==> src/rtl/div_ctrl_10bit.sv <==
// Control FSM for a 10-bit restoring shift-and-subtract divider.
// Sequences load, shift, restore and quotient-bit strobes with a start/done handshake.
module div_ctrl_10bit #(
    parameter int N  = 10,
    parameter int CW = 4
) (
    input  logic          clk,
    input  logic          clr,
    input  logic          start,
    input  logic          ge,
    input  logic          dvz,
    output logic          ready,
    output logic          busy,
    output logic          sclr_r,
    output logic          load_dd,
    output logic          load_dv,
    output logic          shift_en,
    output logic          load_r,
    output logic          q_set,
    output logic          done,
    output logic          err,
    output logic [CW-1:0] cnt
);

    localparam logic [2:0] S_IDLE  = 3'd0;
    localparam logic [2:0] S_LOAD  = 3'd1;
    localparam logic [2:0] S_CHECK = 3'd2;
    localparam logic [2:0] S_SHIFT = 3'd3;
    localparam logic [2:0] S_TEST  = 3'd4;
    localparam logic [2:0] S_DONE  = 3'd5;

    localparam logic [CW-1:0] LAST = CW'(N - 1);

    logic [2:0] state;
    logic [2:0] state_nxt;

    always_comb begin
        state_nxt = state;
        unique case (state)
            S_IDLE:  if (start) state_nxt = S_LOAD;
            S_LOAD:  state_nxt = S_CHECK;
            S_CHECK: state_nxt = dvz ? S_DONE : S_SHIFT;
            S_SHIFT: state_nxt = S_TEST;
            S_TEST:  state_nxt = (cnt == LAST) ? S_DONE : S_SHIFT;
            S_DONE:  state_nxt = S_IDLE;
            default: state_nxt = S_IDLE;
        endcase
    end

    always_ff @(posedge clk or posedge clr) begin
        if (clr) begin
            state <= S_IDLE;
            cnt   <= '0;
            err   <= 1'b0;
        end else begin
            state <= state_nxt;
            if (state == S_LOAD) begin
                cnt <= '0;
                err <= 1'b0;
            end
            if (state == S_TEST)
                cnt <= cnt + 1'b1;
            if (state == S_CHECK && dvz)
                err <= 1'b1;
        end
    end

    // ge only gates the restore strobes, and only while in TEST
    assign ready    = (state == S_IDLE);
    assign busy     = (state == S_LOAD) || (state == S_CHECK) ||
                      (state == S_SHIFT) || (state == S_TEST);
    assign sclr_r   = (state == S_LOAD);
    assign load_dd  = (state == S_LOAD);
    assign load_dv  = (state == S_LOAD);
    assign shift_en = (state == S_SHIFT);
    assign load_r   = (state == S_TEST) && ge;
    assign q_set    = (state == S_TEST) && ge;
    assign done     = (state == S_DONE);

endmodule

==> config.mk <==
export PLATFORM = sky130hd
export DESIGN_NAME = div_ctrl_10bit
export DESIGN_NICKNAME = d
export VERILOG_FILES = /design/src/rtl/div_ctrl_10bit.sv
export SDC_FILE = /design/constraint.sdc
export NUM_CORES = 1
export LEC_CHECK = 0
export ABC_AREA = 1
export BUFFER_PORTS_ARGS = -buffer_cell sky130_fd_sc_hd__buf_2
export CAP_MARGIN = 10
export CORE_AREA = 2 2 39 41
export DETAILED_ROUTE_END_ITERATION = 7
export DIE_AREA = 0 0 41 43
export PLACE_DENSITY = 0.62
export SLEW_MARGIN = 20
export SYNTH_ARGS = -nofsm -noshare
export SYNTH_HDL_FRONTEND = slang
export SYNTH_SLANG_ARGS = --single-unit
==> constraint.sdc <==
create_clock -name clk -period 2.2 [get_ports clk]
set_input_delay 0.33 -clock clk [delete_from_list [all_inputs] [get_ports clk]]
set_output_delay 0.33 -clock clk [all_outputs]
set_load 0.02 [all_outputs]
==> results of run 1 <==
-- where the power goes --
| group | internal [mW] | switching [mW] | total [mW] | leakage [nW] |
|---|---|---|---|---|
| Sequential | 0.198 | 0.0841 | 0.282 | 0.105 |
| Clock | 0.0619 | 0.0423 | 0.104 | 0.0138 |
| Combinational | 0.150 | 0.293 | 0.443 | 0.272 |
| Total | 0.410 | 0.419 | 0.829 | 0.391 |
-- worst min-delay path by stage --
stage	start	to	slack, ns	cells past startpoint
2_1_floorplan	clr	cnt[0]	0.15	1
3_3_place_gp	clr	state[0]	0.28	2
3_5_place_dp	clr	state[0]	0.28	2
4_1_cts	clr	cnt[0]	0.01	2
5_1_grt	clr	cnt[2]	0.04	2
6_report	clr	cnt[0]	0.02	2
-- metal layers --
layer  global-route usage, %  part of all wire, %  vias up  wire, um
met5                       0                    0        -         0
met4                    12.0                    0        0         0
met3                    1.57                  3.5        0        31
met2                    17.2                   52        9       466
met1                    14.4                   44      205       394
li1                        -                    -      238         -
-- flip-flops by register name, indices dropped and copies added (netlist names) --
| register | count |
|---|---|
| err | 1 |
| cnt | 4 |
| state | 3 |
-- cell type report --
cell class	instances	area [sq um]	share of cell area (%)
Multi-Input combinational cell	42	231	38.0
Inverter	12	45.0	7.39
Clock buffer	3	22.5	3.70
Tap cell	16	20.0	3.29
Timing Repair Buffer	18	90.1	14.8
Sequential cell	8	200	32.9
-- through the flow --
stage	worst slack, ns	power (mW)	instances	util [%]	hold WS (ns)
global route	0.505	0.912	99	44.0	0.0403
global placement	0.902	0.730	96	42.4	0.281
detailed placement	0.878	0.737	96	42.4	0.282
floorplan	0.673	0.625	65	-	0.146
finish	0.625	0.829	99	44.0	0.0179
CTS	0.604	0.847	99	44.0	0.0101
-- layout by cell type (no fill, tap or decap) --
master	instances
nand3_1	10
or2_0	2
nor2_4	1
dfrtp_1	8
buf_2	18
inv_2	2
nand3b_1	1
o21ai_1	1
inv_1	10
nor2_1	3
nand3_2	1
nand2_1	15
nor2_2	1
nor3_1	1
xor2_1	1
clkbuf_4	3
nand2_4	1
nand4_1	1
ha_1	2
a21oi_1	1
-- cell families (layout without fill, tap and decap cells) --
family,after synthesis,in the layout,share of synthesized area [%]
xor+xnor,1,1,1.75
compound gates,2,2,2.00
flops,8,8,40.1
buf+inv,15,33,13.5
fa+ha+maj,2,2,5.01
simple gates,37,37,37.6
==> results.md, run 1 <==
* Antenna viol nets, final at 0
* RSZ-0062 raised after global routing: no
* Final Setup Violations at 0
* Initial antenna violation count at 0
* Crit end category: output port
* Root buffer cell: clkbuf_4
* WS Path Type: register to output port
* RR Endpoint: state[1]
* Detailed-route DRC error count at 0
* DRT Wirelength at 892 um
* Chip height at 43 um
* Layout cell share with drive strength beyond 1 at 32.5%
* Initial Utilization at 36.1%
* Synth top area share at 40.1%
* CP required at 1.87 ns
* Clock Tree Buf Depth at 2
* Drt first pass iters at 4
* Most common cell in the netlist: nand2_1
* CP max stage cell: dfrtp_1
* Post-synth top area cell: dfrtp_1
* Drt wl/cell at 9.01 um
* Fin crit share at 71.6%
* Dpl cell area at 587 sq um
* Synth Warn # at 0
* Syn nets at 72
* Crit path max fanout at 8
* Mapped cell area at 499 sq um
* Top FF cell, synth: dfrtp_1
* Cts hold-fix bufs at 0
* GPL Wtd Cong at 0.672
* Levels on crit path at 4
* Worst Setup Start Kind: register
* Register area share after synthesis at 40.1%
* Worst r2r src: cnt[1]
* Worst-Margin Slew at 0.300 ns
* Synthesized area per cell at 7.68 sq um
* GRT overflow at 0
* Worst r2r path cells at 7
* Nets at 92
* Diode count at 0
* Final instance area at 609 sq um
* H-tree depth at 1
* Clk_skew at 0.00209 ns
* P&R area growth vs syn at 22.1%
* Worst Path Arrival at 1.25 ns
* Status: finished, final reports clean
* Min Tclk post-route at 1.58 ns
* F_max at 635 MHz
* Port Buffer Count at 18
* Cells after Synth at 65
* CTS sink cnt at 8
* CP Cell Sequence: nor2_4 > nand2_4 > nor2_1 > buf_2
* P_leak at 0.391 nW
* Hold Crit Class: primary input to async pin
* Post-cts sizing count at 0
* Max VDD drop at 0.000589 V
* Post-synth top cells: 15 x nand2_1, 10 x inv_1, 10 x nand3_1
* Buf+Inv Stages, Crit Path at 1
* Die area at 0.00176 sq mm
* Vias post-DR at 452
* FFs w/ async S/R, synth at 100%
* CP endpoint: load_r
* Core region area at 0.00138 sq mm
* Initial DRC count at 4
* Total GRT Usage at 12.1%
* Crit. Startpoint: state[1]
* FF+latch count, synth at 8
* First-pass GRT wire length at 1380 um
* Reg clk slew, reported paths at 0.05 ns
* Slowest stage delay, CP at 0.47 ns
* Pins over their slew limit at 0
* Routed vias/inst at 4.57
* Setup repair bufs after CTS at 0
* Slew HR at 80.0%
* Dpl hpwl at 757 um
* Fillcell total at 149
* CTS tree: built
* R2r setup slk at 1.10 ns
* Ranking of synthesized cells by area: dfrtp_1 40%, nand2_1 11%, nand3_1 10%
* TNS Setup at 0 ns
* Post-synthesis cell type count at 19
* CTS Buf Count at 3
* Max-cap violations at 0
* Pwr per Cell Area at 1360 mW/mm^2
* # rows at 14
* EDFF count, synth at 0
* Clk_lat worst skew at 0.24 ns
* Number of global-route vias before repair at 359
* Die Span X at 41 um
* Final Hold Violating Endpoints at 0
* Largest net degree at the start of global routing at 9
* Io pins at 19
* Top Family by Delay on Critical Path: flip-flops
Power figures use the tool's default switching activity.
==> run 2: changes to the inputs <==
--- a/config.mk
+++ b/config.mk
@@ -5,13 +5,13 @@
 export SDC_FILE = /design/constraint.sdc
 export NUM_CORES = 1
 export LEC_CHECK = 0
-export ABC_AREA = 1
+export ABC_AREA = 0
 export BUFFER_PORTS_ARGS = -buffer_cell sky130_fd_sc_hd__buf_2
 export CAP_MARGIN = 10
-export CORE_AREA = 2 2 39 41
+export CORE_MARGIN = 2
+export CORE_UTILIZATION = 41
 export DETAILED_ROUTE_END_ITERATION = 7
-export DIE_AREA = 0 0 41 43
-export PLACE_DENSITY = 0.62
+export PLACE_DENSITY = 0.69
 export SLEW_MARGIN = 20
 export SYNTH_ARGS = -nofsm -noshare
 export SYNTH_HDL_FRONTEND = slang
==> constraint.sdc (replaced) <==
create_clock -name clk -period 1.41 [get_ports clk]
set_input_delay 0.2115 -clock clk [delete_from_list [all_inputs] [get_ports clk]]
set_output_delay 0.2115 -clock clk [all_outputs]
set_load 0.02 [all_outputs]
==> results.md, run 2 <==
* Largest registers: cnt: 4 flops, state: 3 flops, err: 1 flops
* Clk_lat worst skew at 0.26 ns
* Die Span X at 40.0 um
* Synth Warn # at 0
* Final Setup Violations at 4
* Chip height at 40.0 um
* Final Hold Violating Endpoints at 0
* Max VDD drop at 0.00142 V
* Ranking of synthesized cells by area: dfrtp_1 38%, nor3b_1 7.1%, o21ai_0 5.6%
* F_max at 693 MHz
* EDFF count, synth at 0
* Clock Tree Buf Depth at 2
* Hold Crit Class: primary input to register
* Total GRT Usage at 21.5%
* GRT overflow at 0
* First-pass GRT wire length at 2170 um
* TNS Setup at -0.0854 ns
* Reg area at 204 sq um
* CTS Buf Count at 3
* CTS tree: built
* Status: finished, violations left
* Min Tclk post-route at 1.44 ns
* Reg clk slew, reported paths at 0.06 ns
* FF+latch count, synth at 8
* Fin crit share at 102%
* Met3 usage at 3.33%
* GPL Wtd Cong at 0.835
* M2 GR Usage at 31.0%
* Worst Path Arrival at 1.23 ns
* Max-cap violations at 0
* HP Start: start
* Crit end category: output port
* Violated checks: setup timing
* Initial antenna violation count at 0
* Routed vias/inst at 5.61
* Cells after Synth at 61
* Nets at 103
* Pins over their slew limit at 0
* Largest net degree at the start of global routing at 14
* Worst r2r path cells at 4
* Post-Route Utilization at 77.2%
* CTS sink cnt at 8
* Dpl hpwl at 893 um
* RSZ-0062 raised after global routing: yes
* Synthesized area per cell at 8.72 sq um
* Clk_skew at 0.00141 ns
* RR Endpoint: cnt[3]
* Fillcell total at 82
* Die area at 0.00160 sq mm
* Drt wl/cell at 15.0 um
* Diode count at 0
* Io pins at 19
* Final WS setup at -0.0325 ns
* Port Buffer Count at 18
* Area of the multi-input gates at 317 sq um
* Worst Setup Start Kind: register
* GR Layer Usage met1 at 28.7%
* # rows at 12
* Slew HR at 76.8%
* WS Path Type: register to output port
* Register area share after synthesis at 37.6%
* Synth top area share at 37.6%
* Detailed-route DRC error count at 0
* Antenna viol nets, final at 0
* Layout cell share with drive strength beyond 1 at 54.3%
* Number of global-route vias before repair at 467
* Worst r2r src: state[2]
* CP required at 1.20 ns
* FFs w/ async S/R, synth at 100%
* Most frequent cells in the layout: 20 x buf_4, 9 x buf_2, 6 x o21ai_0, 6 x buf_6
* Busiest layer in global routing: met2
* R2r setup slk at 0.09 ns
* Post-synth top area cell: dfrtp_1
* Most common cell in the netlist: dfrtp_1
* Initial Utilization at 46.0%
* Crit path max fanout at 6
* Vias post-DR at 606
* Root buffer cell: clkbuf_4
* Drt first pass iters at 4
* Pwr per Cell Area at 2630 mW/mm^2
* P_leak at 0.410 nW
* Hold EP: state[0]
* Top FF cell, synth: dfrtp_1
* Worst-Margin Slew at 0.348 ns
* DRT Wirelength at 1620 um
* Initial DRC count at 9
* Largest register FFs at 4
* H-tree depth at 1
* Commonest non-fill, non-tap cell in the layout: buf_4
* Mapped cell area at 532 sq um
* Largest Register: cnt
* P&R area growth vs syn at 67.8%
* Core region area at 0.00116 sq mm
* Post-synthesis cell type count at 27
* WHS Path Cells at 3
* Post-synth top cells: 8 x dfrtp_1, 6 x o21ai_0, 5 x nor3b_1, 5 x o21ai_1
* Syn nets at 68
==> run 2: layout make-up <==
class	count	share of cell area [%]
multi-input cells	42	35.5
well taps	14	1.96
flip-flops and latches	8	22.9
repair buffers	38	34.5
clock buffers	3	2.52
inverters	3	2.66
==> run 2: power breakdown <==
part           internal (mW)  leakage, nW  total, mW  switching (mW)
combinational          0.865        0.298       1.65           0.782
clock                 0.0983       0.0138      0.188          0.0900
sequential             0.332       0.0982      0.511           0.179
==> run 2: critical path: stages, from the launching register on <==
cell and delay (ns):
dfrtp_2 0.49, buf_6 0.15, xnor2_1 0.17, buf_4 0.17
==> run 2: metrics by stage <==
step / setup WS [ns] / instances / hold WS (ns) / cell area (sq um) / power [mW]
after floorplan: 0.000243 / 61 / 0.0272 / 561 / 1.28
after global placement: 0.107 / 92 / 0.177 / 654 / 1.51
after detailed placement: 0.102 / 92 / 0.184 / 654 / 1.52
after CTS: -0.0264 / 99 / 0.291 / 733 / 1.85
after global routing: -0.0643 / 108 / 0.334 / 892 / 2.48
final: -0.0325 / 108 / 0.278 / 892 / 2.35
==> run 2: cells by family (layout without fill, tap and decap cells) <==
group / after synthesis / count (layout) / share of synthesized area (%)
xor+xnor: 1 / 1 / 1.65
fa+ha+maj: 2 / 2 / 4.71
compound gates: 20 / 20 / 21.2
flops: 8 / 8 / 37.6
buf+inv: 11 / 44 / 11.8
simple gates: 19 / 19 / 23.1
==> run 2: worst max-delay path by stage <==
stage | from | end | slack (ns) | depth (start not counted)
final | state[2] | busy | -0.03 | 3
after global routing | state[2] | busy | -0.06 | 3
after CTS | state[1] | shift_en | -0.03 | 3
after detailed placement | state[2] | cnt[3] | 0.10 | 3
after global placement | state[2] | done | 0.11 | 3
after floorplan | state[1] | load_dv | 0.0002 | 4
==> run 2: repair_timing <==
| item | in CTS | in global routing |
|---|---|---|
| hold buffers | 1 | 0 |
| pin swaps | 0 | 2 |
| hold endpoints to repair | 8 | 0 |
| endpoints found under the setup margin | 9 | 9 |
| resized for setup | 5 | 25 |
| setup buffers | 3 | 9 |
==> run 2: routing by layer <==
| metal | up-vias | share of wire (%) | wire length, um |
|---|---|---|---|
| li1 | 288 | - | - |
| met4 | 0 | 2.2 | 35 |
| met2 | 19 | 50 | 813 |
| met3 | 4 | 4.0 | 65 |
| met5 | - | 0 | 0 |
| met1 | 295 | 43 | 701 |
==> run 3: changes to the inputs <==
--- a/config.mk
+++ b/config.mk
@@ -12,6 +12,7 @@
 export CORE_UTILIZATION = 41
 export DETAILED_ROUTE_END_ITERATION = 7
 export PLACE_DENSITY = 0.69
+export SKIP_CTS_REPAIR_TIMING = 1
 export SLEW_MARGIN = 20
 export SYNTH_ARGS = -nofsm -noshare
 export SYNTH_HDL_FRONTEND = slang
==> results.md, run 3 (same netlist as run 2, synthesis figures left out) <==
* Final instance area at 841 sq um
* Largest registers: cnt: 4 flops, state: 3 flops, err: 1 flops
* Max VDD drop at 0.00154 V
* Initial Utilization at 46.0%
* GRT overflow at 0
* Min Tclk post-route at 1.42 ns
* Clk_lat worst skew at 0.26 ns
* Cell-internal power at 1.19 mW
* Clock Tree Buf Depth at 2
* P&R area growth vs syn at 58.1%
* Antenna viol nets, final at 0
* Hold Crit Class: primary input to register
* Largest register FFs at 4
* Total GRT Usage at 20.2%
* H-tree depth at 1
* Dpl cell area at 654 sq um
* Diode count at 0
* Sw Share at 45.9%
* Pwr per Cell Area at 2620 mW/mm^2
* Die Span X at 40.0 um
* CP Cell Sequence: buf_4 > xnor2_1 > buf_4
* Largest net degree at the start of global routing at 14
* Routed vias/inst at 5.58
* Nets at 101
* Drt first pass iters at 4
* Core region area at 0.00116 sq mm
* First-pass GRT wire length at 2040 um
* Io pins at 19
* Status: finished, violations left
* Buf+Inv Stages, Crit Path at 2
* Slowest stage delay, CP at 0.46 ns
* Pins over their slew limit at 0
* Worst hold slack at 0.277 ns
* CP required at 1.20 ns
* RSZ-0062 raised after global routing: yes
* Sequential share of power at 22.2%
* P_leak at 0.390 nW
* Fin crit share at 101%
* CTS sink cnt at 8
* Psw at 1.01 mW
* CP dominant cell by count: buf_4
* Final WS setup at -0.0145 ns
* Top Family by Delay on Critical Path: flip-flops
* Worst Setup Start Kind: register
* Placed insts at 92
* Dpl hpwl at 893 um
* Worst Path Arrival at 1.21 ns
* GPL Wtd Cong at 0.835
* Comb pwr share at 69.0%
* Detailed-route DRC error count at 0
* Largest Register: cnt
* WS Path Type: register to output port
* Crit end category: output port
* Initial DRC count at 14
* Max-cap violations at 0
* Crit path max fanout at 5
* Die area at 0.00160 sq mm
* R2r setup slk at 0.11 ns
* Most frequent cells in the layout: 15 x buf_4, 12 x buf_2, 7 x buf_6
* Fin cells at 106
* Reg clk slew, reported paths at 0.06 ns
* Vias post-DR at 591
* F_max at 702 MHz
* Chip height at 40.0 um
* Final Setup Violations at 3
* CTS Buf Count at 3
* Slew HR at 77.6%
* # rows at 12
* Port Buffer Count at 18
* CTS tree: built
* DRT Wirelength at 1580 um
* Layout cell share with drive strength beyond 1 at 51.1%
* Final Hold Violating Endpoints at 0
* Number of global-route vias before repair at 446
* Violated checks: setup timing
* Clk_skew at 0.00122 ns
* Commonest non-fill, non-tap cell in the layout: buf_4
* CP max stage cell: dfrtp_2
* Root buffer cell: clkbuf_4
* Worst-Margin Slew at 0.336 ns
* Clock Power Share at 8.8%
* Initial antenna violation count at 0
* Drt wl/cell at 14.9 um
-- run 3: cell count changes in the layout (fill, tap and decap cells not counted), sizes merged --
| cell | previous run | this run |
|---|---|---|
| clkinv | 1 | 0 |
| inv | 2 | 3 |
| buf | 37 | 35 |
-- run 3: metal layers --
metal  wire length [um]  GRT usage (%)
met2                757           27.8
met5                  0              0
met3                 87           3.33
met1                679           27.7
met4                 54           15.5
-- run 3: per-stage QoR --
stage | TNS (ns) | util [%] | worst slack [ns] | total power [mW]
finish | -0.0360 | 72.7 | -0.0145 | 2.20
global route | -0.219 | 72.7 | -0.0855 | 2.33
CTS | -0.644 | 58.5 | -0.194 | 1.72
detailed placement | 0 | 56.6 | 0.102 | 1.52
global placement | 0 | 56.6 | 0.107 | 1.51
floorplan | 0 | - | 0.000243 | 1.28
-- run 3: path summary, 6_finish.rpt --
path | startpoint | to | cells past startpoint
min | start | state[0] | 3
max in group asynchronous | clr | state[2] | 3
min reg2reg | err | err | 2
min in group asynchronous | clr | cnt[3] | 3
max reg2reg | cnt[0] | state[1] | 4
max | state[2] | busy | 3
-- run 3: cell type report --
cell class,count,area [sq um]
Multi-Input combinational cell,42,307
Inverter,3,13.8
Clock buffer,3,22.5
Sequential cell,8,204
Timing Repair Buffer,36,277
Fill cell,89,315
Tap cell,14,17.5
-- run 3: tightest hold or removal path: stages --
cell      delay [ns]
buf_2           0.10
nor3_1          0.12
a211oi_1        0.07
-- run 3: power by group through the flow --
stage / clock network, mW / logic, mW / registers (mW)
finish: 0.193 / 1.52 / 0.489
detailed placement: 0 / 1.04 / 0.478
floorplan: 0 / 0.801 / 0.474
global route: 0.201 / 1.63 / 0.505
global placement: 0 / 1.04 / 0.469
CTS: 0.191 / 1.05 / 0.475
